## src/rtl/mul_sched_pkg.sv

```systemverilog
// Shared constants for the mul_sched multiplier scheduler: widths and FSM state encodings.
package mul_sched_pkg;
    localparam int OP_W  = 8;
    localparam int NIB_W = 4;
    localparam int RES_W = 2 * OP_W;

    localparam logic [2:0] S_IDLE = 3'd0;
    localparam logic [2:0] S_P_LL = 3'd1;
    localparam logic [2:0] S_P_LH = 3'd2;
    localparam logic [2:0] S_P_HL = 3'd3;
    localparam logic [2:0] S_P_HH = 3'd4;
    localparam logic [2:0] S_DONE = 3'd5;
endpackage

```

## src/rtl/mul_sched_wallace.sv

```systemverilog
// 4x4 unsigned Wallace-tree multiplier: partial products reduced by two carry-save
// layers, then a single carry-propagate add.
module mul_sched_wallace
    import mul_sched_pkg::*;
(
    input  logic [NIB_W-1:0]   i_a,
    input  logic [NIB_W-1:0]   i_b,
    output logic [2*NIB_W-1:0] o_p
);
    logic [2*NIB_W-1:0] w_pp [NIB_W];
    logic [2*NIB_W-1:0] w_s1;
    logic [2*NIB_W-1:0] w_c1;
    logic [2*NIB_W-1:0] w_s2;
    logic [2*NIB_W-1:0] w_c2;

    genvar gi;
    generate
        for (gi = 0; gi < NIB_W; gi++) begin : g_pp
            assign w_pp[gi] = {{NIB_W{1'b0}}, i_a & {NIB_W{i_b[gi]}}} << gi;
        end
    endgenerate

    // Product never exceeds 225, so carries dropped off the top bit are always zero.
    assign w_s1 = w_pp[0] ^ w_pp[1] ^ w_pp[2];
    assign w_c1 = ((w_pp[0] & w_pp[1]) | (w_pp[0] & w_pp[2]) | (w_pp[1] & w_pp[2])) << 1;
    assign w_s2 = w_s1 ^ w_c1 ^ w_pp[3];
    assign w_c2 = ((w_s1 & w_c1) | (w_s1 & w_pp[3]) | (w_c1 & w_pp[3])) << 1;
    assign o_p  = w_s2 + w_c2;
endmodule

```

## src/rtl/mul_sched.sv

```systemverilog
// Two-requester round-robin 8x8 multiplier built from four passes through one 4x4 Wallace core.
// Define MUL_SCHED_SIGNED_EN for two's-complement operands and result.
module mul_sched
    import mul_sched_pkg::*;
#(
    parameter int RR_START = 0
) (
    input  logic             clk,
    input  logic             rst,
    input  logic             req0_valid,
    output logic             req0_ready,
    input  logic [OP_W-1:0]  req0_a,
    input  logic [OP_W-1:0]  req0_b,
    input  logic             req1_valid,
    output logic             req1_ready,
    input  logic [OP_W-1:0]  req1_a,
    input  logic [OP_W-1:0]  req1_b,
    output logic             res_valid,
    input  logic             res_ready,
    output logic [RES_W-1:0] res_p,
    output logic             res_id,
    output logic             busy
);
    logic [2:0]         r_state;
    logic [OP_W-1:0]    r_a;
    logic [OP_W-1:0]    r_b;
    logic               r_id;
    logic               r_prio;
    logic [RES_W-1:0]   r_acc;

    logic               w_idle;
    logic               w_grant_any;
    logic               w_grant_id;
    logic [OP_W-1:0]    w_sel_a;
    logic [OP_W-1:0]    w_sel_b;
    logic [OP_W-1:0]    w_op_a;
    logic [OP_W-1:0]    w_op_b;
    logic [NIB_W-1:0]   w_nib_a;
    logic [NIB_W-1:0]   w_nib_b;
    logic [2*NIB_W-1:0] w_nib_p;
    logic [RES_W-1:0]   w_term;

    assign w_idle      = (r_state == S_IDLE);
    assign w_grant_any = req0_valid | req1_valid;
    // Pointer only breaks ties; a lone requester always wins.
    assign w_grant_id  = (req0_valid & req1_valid) ? r_prio : req1_valid;

    assign req0_ready  = ~rst & w_idle & req0_valid & ~w_grant_id;
    assign req1_ready  = ~rst & w_idle & req1_valid &  w_grant_id;

    assign w_sel_a = w_grant_id ? req1_a : req0_a;
    assign w_sel_b = w_grant_id ? req1_b : req0_b;

`ifdef MUL_SCHED_SIGNED_EN
    logic r_sign;

    // -128 maps to 128, which still fits the unsigned 8-bit magnitude.
    assign w_op_a = w_sel_a[OP_W-1] ? ({OP_W{1'b0}} - w_sel_a) : w_sel_a;
    assign w_op_b = w_sel_b[OP_W-1] ? ({OP_W{1'b0}} - w_sel_b) : w_sel_b;

    always_ff @(posedge clk or posedge rst) begin
        if (rst) begin
            r_sign <= 1'b0;
        end else if (w_idle && w_grant_any) begin
            r_sign <= w_sel_a[OP_W-1] ^ w_sel_b[OP_W-1];
        end
    end

    assign res_p = (r_sign && (r_state == S_DONE)) ? ({RES_W{1'b0}} - r_acc) : r_acc;
`else
    assign w_op_a = w_sel_a;
    assign w_op_b = w_sel_b;
    assign res_p  = r_acc;
`endif

    always_comb begin
        w_nib_a = r_a[NIB_W-1:0];
        w_nib_b = r_b[NIB_W-1:0];
        w_term  = '0;
        case (r_state)
            S_P_LL: begin
                w_term = {{(RES_W-2*NIB_W){1'b0}}, w_nib_p};
            end
            S_P_LH: begin
                w_nib_b = r_b[OP_W-1:NIB_W];
                w_term  = {{(RES_W-2*NIB_W){1'b0}}, w_nib_p} << NIB_W;
            end
            S_P_HL: begin
                w_nib_a = r_a[OP_W-1:NIB_W];
                w_term  = {{(RES_W-2*NIB_W){1'b0}}, w_nib_p} << NIB_W;
            end
            S_P_HH: begin
                w_nib_a = r_a[OP_W-1:NIB_W];
                w_nib_b = r_b[OP_W-1:NIB_W];
                w_term  = {{(RES_W-2*NIB_W){1'b0}}, w_nib_p} << OP_W;
            end
            default: ;
        endcase
    end

    mul_sched_wallace u_wallace (
        .i_a (w_nib_a),
        .i_b (w_nib_b),
        .o_p (w_nib_p)
    );

    always_ff @(posedge clk or posedge rst) begin
        if (rst) begin
            r_state <= S_IDLE;
            r_a     <= '0;
            r_b     <= '0;
            r_id    <= 1'b0;
            r_prio  <= 1'(RR_START);
            r_acc   <= '0;
        end else begin
            case (r_state)
                S_IDLE: begin
                    if (w_grant_any) begin
                        r_state <= S_P_LL;
                        r_id    <= w_grant_id;
                        r_prio  <= ~w_grant_id;
                        r_a     <= w_op_a;
                        r_b     <= w_op_b;
                        r_acc   <= '0;
                    end
                end
                S_P_LL, S_P_LH, S_P_HL, S_P_HH: begin
                    r_acc   <= r_acc + w_term;
                    r_state <= r_state + 3'd1;
                end
                S_DONE: begin
                    if (res_ready) begin
                        r_state <= S_IDLE;
                    end
                end
                default: r_state <= S_IDLE;
            endcase
        end
    end

    assign res_valid = (r_state == S_DONE);
    assign res_id    = r_id;
    assign busy      = ~w_idle;
endmodule

```

## config.mk

```make
export PLATFORM = sky130hd
export DESIGN_NAME = mul_sched
export DESIGN_NICKNAME = d
export VERILOG_FILES = /design/src/rtl/mul_sched_pkg.sv /design/src/rtl/mul_sched_wallace.sv /design/src/rtl/mul_sched.sv
export SDC_FILE = /design/constraint.sdc
export NUM_CORES = 1
export LEC_CHECK = 0
export CORE_ASPECT_RATIO = 1.2
export CORE_MARGIN = 3
export CORE_UTILIZATION = 45
export CTS_CLUSTER_DIAMETER = 50
export CTS_CLUSTER_SIZE = 12
export DETAILED_ROUTE_END_ITERATION = 8
export PLACE_DENSITY = 0.71
export SYNTH_ARGS = -nofsm -noshare
export SYNTH_HDL_FRONTEND = slang
export SYNTH_SLANG_ARGS = --single-unit
```

## constraint.sdc

```tcl
create_clock -name clk -period 6.6 [get_ports clk]
set_input_delay 1.98 -clock clk [delete_from_list [all_inputs] [get_ports clk]]
set_output_delay 1.98 -clock clk [all_outputs]
set_load 0.05 [all_outputs]
```

After elaboration in Yosys (flattened, before gate mapping)

Index checks and enable logic that the tools add are counted.

$add $sub $neg: 3
Equal/unequal tests: 7
Mux-type cells: 11
Bitwise logic cells: 28
Reduce and logical (&&, ||, !) cells: 9

Operators by type and width:

| operator             | count |
|---|---|
| $pmux W16 S3         | 1 |
| $pmux W16 S2         | 1 |
| $and A7 B7 Y7        | 3 |
| $or A7 B7 Y7         | 3 |
| $add A16 B16 Y16     | 1 |
| $and A4 B4 Y4        | 4 |
| $mux W16             | 1 |
| $mux W8              | 2 |
| $pmux W3 S3          | 1 |
| $add A8 B8 Y8        | 1 |
| $mux W4              | 2 |
| $xor A8 B7 Y8        | 1 |
| $xor A8 B8 Y8        | 1 |
| $or A7 B6 Y7         | 1 |
| $and A1 B1 Y1        | 6 |
| $and A4 B6 Y6        | 1 |
| $and A5 B6 Y6        | 1 |
| $eq A3 B2 Y1 const B | 2 |
| $eq A3 B3 Y1 const B | 2 |
| $mux W3              | 2 |
| $reduce_and A2 Y1    | 3 |
| $reduce_or A2 Y1     | 3 |
| $xor A5 B6 Y6        | 1 |
| $and A4 B5 Y5        | 1 |
| other kinds (10)     | 13 |

Flip-flop bits (word level): 37
Bits of input ports: 37
Output and inout port bits: 21
Word-level logic and storage cells: 64

Longest topological paths before layout

Word-level depth: 14
Depth in mapped cells: 24
Mapped depth without buffers: 23

Hierarchy

From an unflattened synthesis, not the netlist that was laid out.

Cells, all modules: 318
Area total of the unflattened synthesis: 2,947.8 um^2

By module, submodules not included:

| module            | times used | cells each | area each (um^2) | sequential area each (um^2) |
|---|---|---|---|---|
| mul_sched         | 1          | 274        | 2,573.7          | 925.9 |
| mul_sched_wallace | 1          | 44         | 374.1            | 0.0 |

Worst setup path before layout

Ideal clock, no wire load.

Path type: reg-to-reg
Start point: reg r_state[0]
End point: reg r_acc[14], in the netlist res_p[14]
Setup time: 0.128 ns
Arrival: 5.264 ns
Data required time: 6.472 ns
Slack: 1.208 ns
Stages on the path, launching flop included: 25
Path buffers: 1
Period minus slack after synthesis: 5.392 ns
Cell sequence: dfrtp_1 inv_1 ha_1 and2_1 buf_2 a21oi_2 mux2i_1 or2_2 fa_1 inv_1 fa_1 ha_1 inv_1 fa_1 nor2b_1 o21a_1 or2_2 a22o_1 ha_1 a21oi_1 o221a_1 a21bo_4 a311oi_1 xor2_1 o21ai_0

Longest elaborated chain between the ends: 14
Elaborated cells between the ends (all ways): 36
Those cells by class: 2 x add/sub; 5 x eq/ne; 4 x mux; 18 x bitwise; 7 x reduce/logical

Ends and longest elaborated chain:

| item                                           | RTL line                          | text |
|---|---|---|
| start, declared                                | mul_sched.sv:24                   | `logic [2:0] r_state;` |
| start signal, assigned                         | mul_sched.sv:129                  | `r_state <= r_state + 3'd1;` |
| $eq A3 B2 Y1 or $eq A3 B3 Y1 (tied branches)   | mul_sched.sv:80, mul_sched.sv:116 |  |
| $reduce_or A2 Y1 (no line)                     | -                                 |  |
| $mux W4                                        | mul_sched.sv:80                   | `case (r_state)` |
| $and A4 B4 Y4                                  | mul_sched_wallace.sv:19           | `assign w_pp[gi] = {{NIB_W{1'b0}}, i_a & {NIB_W{i_b[gi]}}} << gi;` |
| $and A4 B5 Y5 or $and A4 B6 Y6 (tied branches) | mul_sched_wallace.sv:25           | `assign w_c1 = ((w_pp[0] & w_pp[1]) \| (w_pp[0] & w_pp[2]) \| (w_pp[1] & w_pp[2])) << 1;` |
| $or A7 B7 Y7                                   | mul_sched_wallace.sv:25           |  |
| $or A7 B6 Y7                                   | mul_sched_wallace.sv:25           |  |
| $and A7 B7 Y7                                  | mul_sched_wallace.sv:27           | `assign w_c2 = ((w_s1 & w_c1) \| (w_s1 & w_pp[3]) \| (w_c1 & w_pp[3])) << 1;` |
| $or A7 B7 Y7 (2 in a row)                      | mul_sched_wallace.sv:27           |  |
| $add A8 B8 Y8                                  | mul_sched_wallace.sv:28           | `assign o_p = w_s2 + w_c2;` |
| $pmux W16 S3                                   | mul_sched.sv:80                   |  |
| $add A16 B16 Y16                               | mul_sched.sv:128                  | `r_acc <= r_acc + w_term;` |
| $pmux W16 S2                                   | mul_sched.sv:116                  | `case (r_state)` |
| end signal, assigned                           | mul_sched.sv:128                  |  |
| end, declared                                  | mul_sched.sv:29                   | `logic [RES_W-1:0] r_acc;` |

Several ways; a longest one is shown, not always the timed one.
A chain may end at the register's enable or synchronous reset.

Worst setup path in the final report

Ends and elaborated chain as after synthesis.

==> results.py <==
metrics = {
    "run_status": {
        "status": "complete, no violations",
    },
    "setup_path": {
        "cp.arrival_ps": 6040,
        "end_kind": "flop",
        "cp_slowest_cell": "fa_1",
        "crit_required_ps": 6760,
        "cp_max_fo": 9,
        "start_kind": "flop",
        "worstSetupPathType": "reg2reg",
        "slowest_delay_ps": 540,
        "ff2ff_setup_slack_ps": 710,
        "critical-path-top-delay-family": "adder cells",
        "crit_buf_inv": 3,
        "crit_chain": "inv_1 -> ha_1 -> and2_1 -> a21oi_2 -> mux2i_1 -> or2_2 -> fa_1 -> inv_1 -> fa_1 -> ha_1 -> inv_1 -> fa_1 -> nor2b_1 -> o21a_1 -> or2_2 -> a22o_1 -> ha_1 -> a21oi_1 -> o221a_1 -> a21bo_4 -> a311oi_1 -> xor2_1 -> o21ai_0",
    },
    "finish": {
        "multi_input_area_sq_um": 1820,
        "final_nets": 455,
        "diodes": 0,
        "regArea_sq_um": 926,
        "fill_cells": 574,
        "area_growth_pct": 25.3,
        "mostFrequentLayoutCells": "clkdlybuf4s50_1, dfrtp_1, inv_1",
        "layout-drive-gt1-share_pct": 7.27,
        "layout_commonest_cell": "clkdlybuf4s50_1",
    },
    "sta": {
        "tightestPinTransition_ps": 1020,
        "tns_ps": 0,
        "skew_ps": 5.84,
        "slew_headroom_pct": 31.9,
        "setup_viol": 0,
        "fmax_mhz": 170,
        "rsz0062_at_grt": "false",
        "min_period_over_period_pct": 89.2,
        "hold_ws_ps": 488,
        "slew_viol_final": 0,
        "min_period_ps": 5890,
        "worst_slack_ps": 711,
        "hold_viol": 0,
    },
    "cts": {
        "cts_resized": 0,
        "cts_sinks": 37,
        "cts_hold_buf": 0,
        "htree_num_levels": 2,
        "clk_pin_slew_ps": 80,
        "clockBufferDepth": 2,
        "post_cts_buffers": 0,
        "clk_latency_ps": 300,
        "cts_buffers": 5,
        "clock-root-buffer": "clkbuf_8",
        "tritoncts": "yes",
    },
    "global_routing": {
        "gr-total-overflow": 0,
        "grt_max_degree": 38,
        "antenna_found_initial": 0,
        "grt_pass1_vias": 2560,
        "grt_pass1_wl_um": 11300,
        "grt_util_all_layers_pct": 18.9,
    },
    "synthesis": {
        "synth_fp_nets": 399,
        "ys_warn_count": 0,
        "synth-edff-count": 0,
        "ys_ff_latch": 37,
        "avgSynthCellArea_sq_um": 8.95,
        "synthCells": 328,
        "ys.flop_type": "dfrtp_1",
        "seq_area_frac_synth_pct": 31.6,
        "async_flop_share_pct": 100,
        "syn-cell-area_sq_um": 2930,
        "synthDistinctLibCells": 46,
    },
    "floorplan": {
        "rows": 31,
        "start_util_pct": 47.6,
        "die_y_um": 94.5,
        "die_w_um": 79.7,
        "core-area_sq_um": 6170,
        "io_pins": 58,
        "die-area_sq_um": 7530,
    },
    "placement": {
        "io_buffers": 57,
        "dp_hpwl_um": 5210,
        "pre_cts_slack_ps": 716,
        "place.gp.congestion": 0.840,
    },
    "drt": {
        "first_pass_iters": 5,
        "vias": 2551,
        "drtAntennaViolNets": 0,
        "detail_route.wl_per_cell_um": 14.0,
        "wl_um": 6540,
        "drt_iter0_drc": 108,
        "drc": 0,
        "viasPerCell": 5.46,
    },
    "worst_hold_path": {
        "hold_path_class": "reg2reg",
    },
    "power": {
        "powerDensity_nw_per_um2": 522,
        "p_leak_nw": 1.72,
        "ir_drop_mv": 0.214,
        "total_power_w": 0.00192,
    },
    "job": {
        "timing.max_cap.violations": 0,
    },
}
[cell usage after synthesis, types with 3 or more instances]
library cell   n  area (sq um)
a21o_1         7          52.6
a21oi_1       19          95.1
a222oi_1      16           160
a22o_1         4          35.0
and2_1         8          50.1
buf_2          5          25.0
clkbuf_1       4          15.0
dfrtp_1       37           926
fa_1           7           140
ha_1          27           338
inv_1         34           128
mux2i_1        9          90.1
nand2_1       19          71.3
nand2b_1       3          18.8
nand3_1       15          75.1
nor2_1        24          90.1
nor2b_1        4          25.0
nor3_1         6          30.0
o21a_1         4          30.0
o21ai_0       28           140
o21bai_1       3          22.5
or2_2          6          37.5
xnor2_1        7          61.3
xor2_1         5          43.8
[routing by layer]
metal,wire length (um),global-route usage [%],up-vias
met5,0,0,-
met4,68,4.87,0
met3,328,3.82,7
met2,3350,35.7,76
met1,2800,21.3,1178
li1,-,-,1290
[worst paths after layout]
check	startpoint	to	depth (start not counted)
min in group asynchronous	rst	res_id$_DFFE_PP0P_	3
max in group asynchronous	rst	res_p[12]$_DFFE_PP0P_	3
worst min register to register	res_id$_DFFE_PP0P_	res_id$_DFFE_PP0P_	1
worst max register to register	r_state[0]$_DFFE_PP0P_	res_p[14]$_DFFE_PP0P_	23
worst min-delay path	res_id$_DFFE_PP0P_	res_id$_DFFE_PP0P_	1
worst max-delay path	r_state[0]$_DFFE_PP0P_	res_p[14]$_DFFE_PP0P_	23
[cells by family (layout without fill, tap and decap cells)]
group                      count (synthesis)  in the layout  share of synthesized area, %
DFF                                       37             37                          31.6
adders and majority gates                 34             34                          16.3
xor gates and xnor gates                  12             12                          3.58
muxes                                      9              9                          3.07
AOI/OAI and AO/OA                         96             96                          22.9
and+or+nand+nor                           95             95                          16.1
buffers and inverters                     45            102                          6.48
[cell type report]
type                            count  share of cell area, %
Timing Repair Buffer               60                   16.0
Sequential cell                    37                   25.2
Multi-Input combinational cell    246                   49.5
Clock inverter                      2                   1.05
Inverter                           34                   3.47
Tap cell                           82                   2.79
Clock buffer                        6                   1.97
[report_power, final]
group	total (W)	switching, W	internal (W)
combinational	0.00132	0.000807	0.000517
clock	0.000199	0.0000855	0.000113
sequential	0.000395	0.0000686	0.000327
total	0.00192	0.000961	0.000958
[sequential cells by signal (all words and copies together), names as in the netlist]
| signal | cells |
|---|---|
| r_a | 8 |
| r_prio | 1 |
| res_p | 16 |
| r_state | 3 |
| r_b | 8 |
| res_id | 1 |
[per-stage QoR]
step           instances  util, %  area (sq um)
6_report             467     59.6          3680
5_1_grt              467     59.6          3680
4_1_cts              467     59.6          3680
3_5_place_dp         459     57.8          3570
3_3_place_gp         459     57.8          3570
2_1_floorplan        328        -          2930
[worst reg2reg max path, stage by stage (launching register included)]
cell      delay, ps
dfrtp_1         400
inv_1           100
ha_1            240
and2_1          270
a21oi_2         310
mux2i_1         200
or2_2           340
fa_1            540
inv_1            60
fa_1            480
ha_1            210
inv_1            80
fa_1            210
nor2b_1          60
o21a_1          180
or2_2           300
a22o_1          200
ha_1            350
a21oi_1         210
o221a_1         240
a21bo_4         250
a311oi_1        300
xor2_1          160
o21ai_0          80
(Power assumes the default switching activity.)
